===== config.mk =====
export PLATFORM = sky130hd
export DESIGN_NAME = ps2_keyboard_rx
export DESIGN_NICKNAME = d
export VERILOG_FILES = /design/src/rtl/ps2_pkg.sv /design/src/rtl/ps2_sync_edge.sv /design/src/rtl/ps2_keyboard_rx.sv
export SDC_FILE = /design/constraint.sdc
export NUM_CORES = 1
export LEC_CHECK = 0
export CORE_ASPECT_RATIO = 1.5
export CORE_MARGIN = 2
export CORE_UTILIZATION = 25
export CTS_CLUSTER_SIZE = 30
export DETAILED_ROUTE_END_ITERATION = 12
export SYNTH_ARGS = -nofsm -noshare
export SYNTH_HDL_FRONTEND = slang
export SYNTH_SLANG_ARGS = --single-unit

===== constraint.sdc =====
create_clock -name clk -period 4.1 [get_ports clk]
set_input_delay 1.025 -clock clk [delete_from_list [all_inputs] [get_ports clk]]
set_output_delay 1.025 -clock clk [all_outputs]
set_load 0.03 [all_outputs]

===== src/rtl/ps2_pkg.sv =====
// Shared types and constants for the PS/2 keyboard receiver.
// Scan-code constants are for the downstream game state machine.
package ps2_pkg;

    typedef enum logic [1:0] {
        IDLE  = 2'd0,
        RECV  = 2'd1,
        CHECK = 2'd2
    } ps2_state_t;

    localparam int FRAME_BITS = 11;

    localparam logic [7:0] BREAK     = 8'hF0;
    localparam logic [7:0] EXTEND    = 8'hE0;
    localparam logic [7:0] KEY_LEFT  = 8'h6B;
    localparam logic [7:0] KEY_RIGHT = 8'h74;
    localparam logic [7:0] KEY_UP    = 8'h75;
    localparam logic [7:0] KEY_DOWN  = 8'h72;

endpackage


===== src/rtl/ps2_sync_edge.sv =====
// Brings ps2_clk/ps2_data into the system clock domain and flags ps2_clk falling edges.
// Everything resets to the idle bus level (1), so no false edge appears when reset is released.
module ps2_sync_edge #(
    parameter int SYNC_STAGES = 2
) (
    input  logic clk,
    input  logic rst,
    input  logic i_ps2_clk,
    input  logic i_ps2_data,
    output logic o_fall,
    output logic o_data,
    output logic o_clk_lvl
);

    logic [SYNC_STAGES-1:0] r_clk_sync;
    logic [SYNC_STAGES-1:0] r_data_sync;
    logic                   r_clk_prev;

    always_ff @(posedge clk) begin
        if (rst) begin
            r_clk_sync  <= '1;
            r_data_sync <= '1;
            r_clk_prev  <= 1'b1;
        end else begin
            r_clk_sync  <= {r_clk_sync[SYNC_STAGES-2:0], i_ps2_clk};
            r_data_sync <= {r_data_sync[SYNC_STAGES-2:0], i_ps2_data};
            r_clk_prev  <= r_clk_sync[SYNC_STAGES-1];
        end
    end

    assign o_clk_lvl = r_clk_sync[SYNC_STAGES-1];
    assign o_data    = r_data_sync[SYNC_STAGES-1];
    assign o_fall    = r_clk_prev & ~r_clk_sync[SYNC_STAGES-1];

endmodule


===== src/rtl/ps2_keyboard_rx.sv =====
// PS/2 keyboard receiver: deserialises 11-bit frames and presents the last two
// valid bytes on xkey, with one-cycle rdy / frame_err pulses.
module ps2_keyboard_rx
    import ps2_pkg::*;
#(
    parameter int TIMEOUT_CYCLES = 60000,
    parameter int SYNC_STAGES    = 2
) (
    input  logic        clk,
    input  logic        rst,
    input  logic        ps2_clk,
    input  logic        ps2_data,
    output logic [15:0] xkey,
    output logic [7:0]  byte_out,
    output logic        rdy,
    output logic        frame_err
);

    localparam int                SR_W     = FRAME_BITS - 1;
    localparam int                TW       = $clog2(TIMEOUT_CYCLES + 1);
    localparam logic [TW-1:0]     TMO_LAST = TW'(TIMEOUT_CYCLES - 1);
    localparam logic [3:0]        LAST_BIT = 4'(FRAME_BITS - 2);

    ps2_state_t      r_state;
    ps2_state_t      w_state_nxt;
    logic [3:0]      r_cnt;
    logic [SR_W-1:0] r_sr;
    logic [TW-1:0]   r_tmo;
    logic [15:0]     r_xkey;
    logic [7:0]      r_byte;
    logic            r_rdy;
    logic            r_ferr;

    logic w_fall;
    logic w_data;
    logic w_clk_lvl;
    logic w_edge;
    logic w_tmo_hit;
    logic w_valid;

    ps2_sync_edge #(
        .SYNC_STAGES (SYNC_STAGES)
    ) u_sync (
        .clk        (clk),
        .rst        (rst),
        .i_ps2_clk  (ps2_clk),
        .i_ps2_data (ps2_data),
        .o_fall     (w_fall),
        .o_data     (w_data),
        .o_clk_lvl  (w_clk_lvl)
    );

    assign w_edge    = w_fall & ~w_clk_lvl;
    assign w_tmo_hit = (r_tmo == TMO_LAST);
    // r_sr holds {stop, parity, d7..d0}; odd parity means the 9 bits XOR to 1
    assign w_valid   = (^r_sr[SR_W-2:0]) & r_sr[SR_W-1];

    always_ff @(posedge clk) begin
        if (rst) r_state <= IDLE;
        else     r_state <= w_state_nxt;
    end

    always_comb begin
        w_state_nxt = r_state;
        case (r_state)
            IDLE:  if (w_edge && !w_data) w_state_nxt = RECV;
            RECV: begin
                if (w_edge) begin
                    if (r_cnt == LAST_BIT) w_state_nxt = CHECK;
                end else if (w_tmo_hit) begin
                    w_state_nxt = IDLE;
                end
            end
            CHECK:   w_state_nxt = IDLE;
            default: w_state_nxt = IDLE;
        endcase
    end

    always_ff @(posedge clk) begin
        if (rst) begin
            r_cnt  <= '0;
            r_sr   <= '0;
            r_tmo  <= '0;
            r_xkey <= '0;
            r_byte <= '0;
            r_rdy  <= 1'b0;
            r_ferr <= 1'b0;
        end else begin
            r_rdy  <= 1'b0;
            r_ferr <= 1'b0;
            case (r_state)
                IDLE: begin
                    if (w_edge && !w_data) begin
                        r_cnt <= '0;
                        r_tmo <= '0;
                    end
                end
                RECV: begin
                    if (w_edge) begin
                        r_sr  <= {w_data, r_sr[SR_W-1:1]};
                        r_cnt <= r_cnt + 4'd1;
                        r_tmo <= '0;
                    end else if (w_tmo_hit) begin
                        r_ferr <= 1'b1;
                    end else begin
                        r_tmo <= r_tmo + 1'b1;
                    end
                end
                CHECK: begin
                    if (w_valid) begin
                        r_byte <= r_sr[7:0];
                        r_xkey <= {r_xkey[7:0], r_sr[7:0]};
                        r_rdy  <= 1'b1;
                    end else begin
                        r_ferr <= 1'b1;
                    end
                end
                default: ;
            endcase
        end
    end

    assign xkey      = r_xkey;
    assign byte_out  = r_byte;
    assign rdy       = r_rdy;
    assign frame_err = r_ferr;

endmodule


# After elaboration in Yosys (flattened, before gate mapping)
# Cells that the tools add are included.
# op_classes
n_reduce_logical	11
mux	17
bitwise_logic	5
addsub	2
eq_ne	9
# op_table
op	n
$mux 16	3
$pmux 16 s2	1
$add 16x1->16 const B	1
$eq 16x16->1 const B	1
$ne 3x3->1 const B	3
$reduce_and 3->1	3
$reduce_xor 9->1	1
$mux 2	4
$mux 4	2
$pmux 4 s2	1
$add 4x1->4 const B	1
$eq 4x4->1 const B	1
$mux 1	4
$ne 2x2->1 const B	2
$pmux 2 s2	1
$reduce_and 2->1	2
$and 1x1->1	3
$eq 2x1->1 const B	1
$eq 2x2->1 const B	1
$logic_not 2->1	1
$not 1->1	2
$pmux 1 s2	1
$reduce_bool 2->1	1
$reduce_or 2->1	1
other kinds (2)	2
# totals
reg_bits	63
elab_cells	55
out_inout_bits	26
inputBits	4

# Longest topological paths before layout
# Gate-level depths: netlist (run 1).
# depth
word_depth	6
mapped_depth	8

# Hierarchy
# Synthesis (run 1) repeated with hierarchy kept, for this count alone.
# unflattened
hier_cells	270
area_unflattened_um2	2570.0
# modules_own_cells
mod	cells_each	seq_area_each_um2	area_each_um2	instances
ps2_keyboard_rx	259	1001.0	2432.3	1
ps2_sync_edge	11	100.1	137.6	1

# Worst setup path before layout (run 1)
# Ideal clock, no wire load.
# synth_timing
kind	register -> register
startpoint	register r_sr[4]
endpoint	register r_xkey[7], in the netlist xkey[7]
n_path_buf	1
t_arrival_ps	1740
setup_time_ps	128
path_stages_with_launch	7
setup_slack_ps	2232
cell_sequence	dfxtp_1 -> xor2_1 -> xnor3_2 -> mux2i_4 -> buf_12 -> mux2i_1 -> nor2_1
# synth_via
elab_chain_cells	3
# synth_rtl
element	line_no	source
from (decl)	ps2_keyboard_rx.sv:27	logic [SR_W-1:0] r_sr;
from (signal assigned)	ps2_keyboard_rx.sv:100	r_sr <= {w_data, r_sr[SR_W-1:1]};
$reduce_xor 9->1	ps2_keyboard_rx.sv:56	assign w_valid = (^r_sr[SR_W-2:0]) & r_sr[SR_W-1];
$and 1x1->1	ps2_keyboard_rx.sv:56	
$reduce_and 2->1 (no line)	-	
to (signal assigned)	ps2_keyboard_rx.sv:112	r_xkey <= {r_xkey[7:0], r_sr[7:0]};
to (decl)	ps2_keyboard_rx.sv:29	logic [15:0] r_xkey;
# Every way passes these cells.
# A chain may end at the register's enable or synchronous reset.

==> results of run 1 <==
report_power, final:
group	internal (mW)	switching, mW
Combinational	0.0168	0.0296
Sequential	0.538	0.00254
Clock	0.245	0.189
through the flow:
step / std cells / total power [mW] / util, % / cell area [um^2] / setup slack (ps)
after floorplan: 271 / 0.5872 / - / 2536 / 2232
after global placement: 401 / 0.5996 / 28.64 / 2870 / 1433
after detailed placement: 401 / 0.6001 / 28.64 / 2870 / 1379
after CTS: 409 / 1.041 / 30.15 / 3022 / 1638
after global routing: 409 / 1.060 / 30.15 / 3022 / 1588
final: 409 / 1.020 / 30.15 / 3022 / 1660
logic make-up (layout without fill, tap and decap cells):
kind of cell / Yosys count / in the layout / share of synthesized area, %
AO/OA/AOI/OAI: 27 / 27 / 7.203
XOR/XNOR: 17 / 17 / 7.154
adder cells (fa/ha/maj): 7 / 7 / 3.453
buffers and inverters: 22 / 43 / 5.082
flip-flops: 55 / 55 / 43.41
multiplexers: 30 / 30 / 12.33
AND/OR/NAND/NOR: 113 / 113 / 21.36
flip-flops by register name (all words and copies together) (netlist names):
signal,flops
r_tmo,16
xkey,16
r_sr,10
r_cnt,4
r_state,2
u_sync.r_clk_sync,2
u_sync.r_data_sync,2
frame_err,1
rdy,1
u_sync.r_clk_prev,1
cell usage after synthesis, types with 6 or more instances:
cell | count | share of area [%]
dfxtp_1 | 55 | 43
clkbuf_1 | 8 | 1.2
nand2_1 | 11 | 1.6
or2_2 | 6 | 1.5
a21oi_1 | 7 | 1.4
mux2i_1 | 29 | 11
ha_1 | 7 | 3.5
nand3_1 | 8 | 1.6
nor2_1 | 58 | 8.6
buf_4 | 8 | 2.4
xor2_1 | 9 | 3.1
xnor2_1 | 6 | 2.1
routing by layer:
layer	wire, um	vias up	GRT usage [%]
met5	0	-	0
met1	2133	891	10.59
li1	-	956	-
met3	188	13	2.390
met4	137	0	5.055
met2	2503	35	16.14
worst max path at each step:
| stage | from | end | slack, ps | cells after the start |
|---|---|---|---|---|
| floorplan | r_sr[4] | xkey[7] | 2230 | 6 |
| global placement | rst | r_tmo[2] | 1430 | 4 |
| detailed placement | rst | r_tmo[2] | 1380 | 4 |
| CTS | xkey[7] | byte_out[7] | 1640 | 1 |
| global route | rst | r_tmo[9] | 1590 | 4 |
| finish | xkey[7] | byte_out[7] | 1660 | 1 |
cell type report:
cell class / instances / share of cell area (%)
repair buffers: 30 / 9.855
flip-flops and latches: 55 / 36.44
clock buffers: 7 / 4.721
clock inverters: 1 / 0.2899
multi-input cells: 194 / 43.23
inverters: 5 / 0.6211
well taps: 117 / 4.845
==> impl_metrics.json, run 1 <==
{
  "vias": 1895,
  "die_y_um": 127.4,
  "synth_seq_cells": 55,
  "yosys_warnings": 0,
  "synth_cell_types": 43,
  "hp-class": "reg2reg",
  "multi_input_area_um2": 1306,
  "fin_tns_setup_ps": 0,
  "ioPinCount": 30,
  "required_ps": 3070,
  "synth_seq_area_share_pct": 43.41,
  "syn_inst": 271,
  "synth-async-reset-ratio_pct": 0,
  "dp_hpwl_mm": 3.552,
  "fmax_mhz": 409.8,
  "drive_gt1_share_pct": 6.507,
  "syn-cell-area_um2": 2536,
  "rr_worst_depth": 6,
  "routedWlPerCell_um": 12.13,
  "total_leakage_power_nw": 1.247,
  "viasPerCell": 4.633,
  "post_cts_buffers": 0,
  "setup.worst_path.start_class": "flop",
  "r2r-start": "r_tmo[0]",
  "setup_viol": 0,
  "finClkSkew_ps": 4.819,
  "finalHoldViolCount": 0,
  "critPathBufInv": 1,
  "grt_overflow": 0,
  "track_usage_pct": 9.429,
  "hold_buffers": 0,
  "synth-main-ff-cell": "dfxtp_1",
  "power_density_nw_per_um2": 337.7,
  "layout_commonest_cell": "nor2_1",
  "route.antenna.remaining_nets": 0,
  "areaGrowthSynthToFinish_pct": 19.14,
  "syn_avg_cell_area_um2": 9.359,
  "critical_path.reg2reg.endpoint": "r_tmo[13]",
  "layout_common_cells": "nor2_1, dfxtp_1, mux2i_1, clkdlybuf4s50_1, nand2_1",
  "report.final.slew_viol_count": 0,
  "num_rows": 45,
  "drc_errors": 0,
  "cts_tree": "done",
  "synth-edff-count": 0,
  "layout.nets": 302,
  "crit_type": "reg2out",
  "rsz0062_at_grt": "no",
  "path_cells": "clkdlybuf4s50_1",
  "cpPeakStageDelay_ps": 720,
  "slew_headroom_pct": 45.54,
  "place_congestion": 0.7717,
  "finalCritPeriodShare_pct": 59.51,
  "holdPathStages": 1,
  "seqCellArea_um2": 1101,
  "portBuffers": 29,
  "n_antenna_cell": 0,
  "drv_cap": 0,
  "cts-root-buf": "clkbuf_16",
  "fin_crit_ps": 2440,
  "cts_buffer_depth": 2,
  "holdPathEnd": "u_sync.r_clk_sync[1]",
  "h-tree-depth": 2,
  "ir_worst_vdd_v": 0.0002430,
  "wl_mm": 4.963,
  "drtPass1Iterations": 4,
  "outcome": "finished clean",
  "clkSinkCount": 55,
  "min_from": "u_sync.r_clk_sync[0]",
  "cp_data_arrival_time_ps": 1420,
  "antenna_found_initial": 0,
  "worst_slew_pin_slew_ps": 799.8,
  "die_area_um2": 10980,
  "cts_resized": 0,
  "initial_core_util_pct": 25.31,
  "cp_slowest_cell": "clkdlybuf4s50_1",
  "core_um2": 10020,
  "cp_max_fo": 4,
  "die_w_um": 86.24,
  "crit_family": "buffers and inverters",
  "cts.clk_slew.worst_paths_ps": 70,
  "cp-end-kind": "primary output",
  "fin_hold_ws_ps": 407.7,
  "grt_pass1_vias": 1811,
  "grt_pass1_wl_mm": 8.362,
  "dr.first_iter.drc_count": 80,
  "synth_nets": 282,
  "cts_buffers": 5,
  "clk_latency_ps": 290,
  "nFillCells": 1068,
  "r2r_slack_ps": 1830,
  "grt_max_degree": 24
}
No activity file was read; power rests on OpenSTA's default activity.
==> inputs of run 2 (changes only) <==
Clock period 4.1 ns to 2.4 ns, I/O delays scaled along.
==> impl_metrics.json, run 2 (synthesis results as in run 1) <==
{
  "outcome": "finished clean",
  "rsz0062_at_grt": "no",
  "grt_overflow": 0,
  "clk_latency_ps": 300,
  "slew_headroom_pct": 64.49,
  "post_cts_buffers": 0,
  "initial_core_util_pct": 25.31,
  "wl_mm": 5.098,
  "setup.worst_path.start_class": "flop",
  "fmax_mhz": 460.6,
  "core_um2": 10020,
  "die_y_um": 127.4,
  "grt_pass1_wl_mm": 8.859,
  "layout.nets": 306,
  "cts.clk_slew.worst_paths_ps": 70,
  "drtPass1Iterations": 4,
  "vias": 1931,
  "portBuffers": 29,
  "layout_commonest_cell": "nor2_1",
  "routedWlPerCell_um": 12.34,
  "h-tree-depth": 2,
  "areaGrowthSynthToFinish_pct": 20.18,
  "drv_cap": 0,
  "antenna_found_initial": 0,
  "worst_slew_pin_slew_ps": 532.6,
  "dr.first_iter.drc_count": 65,
  "setup_viol": 0,
  "grt_max_degree": 27,
  "grt_pass1_vias": 1931,
  "track_usage_pct": 9.989,
  "hold_buffers": 0,
  "finClkSkew_ps": 5.784,
  "hp-class": "reg2reg",
  "num_rows": 45,
  "ioPinCount": 30,
  "drc_errors": 0,
  "dp.cells": 405,
  "place_congestion": 0.8058,
  "finalHoldViolCount": 0,
  "die_area_um2": 10980,
  "total_leakage_power_nw": 1.266,
  "route.antenna.remaining_nets": 0,
  "layout_common_cells": "nor2_1, dfxtp_1, mux2i_1, clkdlybuf4s50_1, nand2_1",
  "viasPerCell": 4.676,
  "cts_buffers": 5,
  "power_density_nw_per_um2": 568.2,
  "nFillCells": 1063,
  "dp_hpwl_mm": 3.742,
  "cts_buffer_depth": 2,
  "cp_data_arrival_time_ps": 2390,
  "n_antenna_cell": 0,
  "die_w_um": 86.24,
  "cp_max_fo": 13,
  "crit_type": "reg2reg",
  "cts_resized": 0,
  "cts-root-buf": "clkbuf_16",
  "fin_crit_ps": 2171,
  "clkSinkCount": 55,
  "cp-end-kind": "flop",
  "cts_tree": "done",
  "fin_tns_setup_ps": 0,
  "required_ps": 2620,
  "finalCritPeriodShare_pct": 90.46,
  "report.final.slew_viol_count": 0,
  "final-instance-count-excl-fill": 413,
  "ir_worst_vdd_v": 0.0004795,
  "drive_gt1_share_pct": 8.108
}
[run 2: final timing paths]
| kind | startpoint | to | slack [ps] | cells past startpoint |
|---|---|---|---|---|
| worst max-delay path | r_tmo[0] | r_tmo[13] | 230 | 6 |
| worst min-delay path | u_sync.r_clk_sync[0] | u_sync.r_clk_sync[1] | 410 | 1 |
| worst max register to register | r_tmo[0] | r_tmo[13] | 230 | 6 |
| worst min register to register | u_sync.r_clk_sync[0] | u_sync.r_clk_sync[1] | 410 | 1 |
[run 2: area by class of cell]
cell class              count  area [um^2]  share of cell area, %
clock buffers               5        125.1                  4.105
repair buffers             34        327.8                  10.76
flip-flops and latches     55         1101                  36.12
inverters                   5        18.77                 0.6158
well taps                 117        146.4                  4.803
multi-input cells         194         1306                  42.86
clock inverters             3        22.52                 0.7389
[run 2: metrics by stage]
stage	power (mW)	cell area (um^2)	hold WS (ps)	utilization [%]	setup WS (ps)
final	1.732	3048	409.6	30.41	228.9
after global routing	1.797	3048	425.0	30.41	13.60
after detailed placement	1.029	2900	393.4	28.94	271.6
after global placement	1.026	2900	392.4	28.94	364.6
after floorplan	1.003	2536	389.5	-	532.1
after CTS	1.758	3048	410.7	30.41	265.7
[run 2: worst max-delay path, cell delays in order, from the launching register on]
cell and delay, ps:
dfxtp_1 380, ha_1 230, and4_1 260, nand4_1 420, o21ai_0 520, o21ai_0 150, a21oi_1 130
[run 2: power breakdown]
part           total, mW  internal [mW]  switching [mW]
sequential         0.924          0.919         0.00490
clock              0.726          0.391           0.335
combinational     0.0828         0.0307          0.0521
[run 2: layer usage]
metal / up-vias / GRT usage (%) / wire length, um
met1: 917 / 10.36 / 2092
li1: 971 / - / -
met5: - / 0 / 0
met2: 36 / 18.74 / 2725
met4: 0 / 4.320 / 93
met3: 7 / 2.326 / 186
==> inputs of run 3 (changes only) <==
Settings changed: CTS_CLUSTER_DIAMETER from default to 40, RECOVER_POWER from default to 50, SLEW_MARGIN from default to 15.
==> impl_metrics.json, run 3 (synthesis results as in run 1) <==
{
  "outcome": "finished clean",
  "finalHoldViolCount": 0,
  "dr.first_iter.drc_count": 58,
  "layout_common_cells": "nor2_1, dfxtp_1, mux2i_1",
  "grt_pass1_wl_mm": 8.859,
  "drc_errors": 0,
  "finClkSkew_ps": 5.854,
  "route.antenna.remaining_nets": 0,
  "routedWlPerCell_um": 12.35,
  "rr_worst_depth": 6,
  "fin_tns_setup_ps": 0,
  "cts_tree": "done",
  "holdPathStages": 1,
  "post_cts_buffers": 0,
  "cts.clk_slew.worst_paths_ps": 70,
  "vias": 1936,
  "finalCritPeriodShare_pct": 90.96,
  "clk_latency_ps": 300,
  "ir_worst_vdd_v": 0.0004796,
  "total_leakage_power_nw": 1.327,
  "die_y_um": 127.4,
  "hold_buffers": 0,
  "setup.worst_path.start_class": "flop",
  "wl_mm": 5.099,
  "cp_data_arrival_time_ps": 2400,
  "track_usage_pct": 9.989,
  "grt_max_degree": 27,
  "place_congestion": 0.8058,
  "cp_max_fo": 13,
  "drtPass1Iterations": 4,
  "hp-class": "reg2reg",
  "slew_headroom_pct": 49.63,
  "ioPinCount": 30,
  "worst_slew_pin_slew_ps": 755.5,
  "viasPerCell": 4.688,
  "power_density_nw_per_um2": 569.5,
  "cts_buffer_depth": 2,
  "n_antenna_cell": 0,
  "portBuffers": 29,
  "rsz0062_at_grt": "no",
  "finalPower_mw": 1.730,
  "cts_resized": 0,
  "drive_gt1_share_pct": 7.432,
  "setup_viol": 0,
  "core_um2": 10020,
  "required_ps": 2620,
  "areaGrowthSynthToFinish_pct": 19.78,
  "num_rows": 45,
  "clkSinkCount": 55,
  "fmax_mhz": 458.1,
  "die_w_um": 86.24,
  "drv_cap": 0,
  "grt_overflow": 0,
  "crit_type": "reg2reg",
  "h-tree-depth": 2,
  "grt_pass1_vias": 1931,
  "die_area_um2": 10980,
  "fin_crit_ps": 2183,
  "cts_buffers": 5,
  "layout_commonest_cell": "nor2_1",
  "layout.nets": 306,
  "initial_core_util_pct": 25.31,
  "cts-root-buf": "clkbuf_16",
  "antenna_found_initial": 0,
  "nFillCells": 1065,
  "report.final.slew_viol_count": 0,
  "dp_hpwl_mm": 3.742,
  "cp-end-kind": "flop"
}
-- run 3: metal layers --
layer | up-vias | track usage [%] | share of wire (%)
met2 | 34 | 18.74 | 54
li1 | 970 | - | -
met5 | - | 0 | 0
met4 | 0 | 4.320 | 1.8
met3 | 7 | 2.326 | 3.6
met1 | 925 | 10.36 | 41
-- run 3: metrics by stage --
stage / hold slack, ps / cell area, um^2 / utilization (%) / cells / setup WS [ps]
CTS: 410.7 / 3048 / 30.41 / 413 / 265.7
finish: 409.6 / 3038 / 30.31 / 413 / 217.0
floorplan: 389.5 / 2536 / - / 271 / 532.1
global placement: 392.4 / 2900 / 28.94 / 405 / 364.6
detailed placement: 393.4 / 2900 / 28.94 / 405 / 271.6
global route: 425.0 / 3038 / 30.31 / 413 / 13.60
-- run 3: final timing paths --
path,from,to,slack [ps]
worst max register to register,r_tmo[0],r_tmo[13],220
worst max-delay path,r_tmo[0],r_tmo[13],220
worst min-delay path,u_sync.r_clk_sync[0],u_sync.r_clk_sync[1],410
worst min register to register,u_sync.r_clk_sync[0],u_sync.r_clk_sync[1],410
-- run 3: layout make-up --
cell class,instances,area (um^2),share of cell area [%]
Sequential cell,55,1101,36.24
Tap cell,117,146.4,4.819
Multi-Input combinational cell,194,1306,43.00
Clock inverter,3,22.52,0.7414
Clock buffer,5,125.1,4.119
Timing Repair Buffer,34,317.8,10.46
Inverter,5,18.77,0.6178
-- run 3: power by group --
group	total, mW	internal [mW]	switching (mW)
Clock	0.725	0.391	0.334
Sequential	0.924	0.919	0.00490
Combinational	0.0815	0.0295	0.0520
-- run 3: worst max-delay path: stages, from the launching register on --
cell and delay [ps]:
dfxtp_1 380, ha_1 230, and4_1 260, nand4_1 430, o21ai_0 530, o21ai_0 150, a21oi_1 130
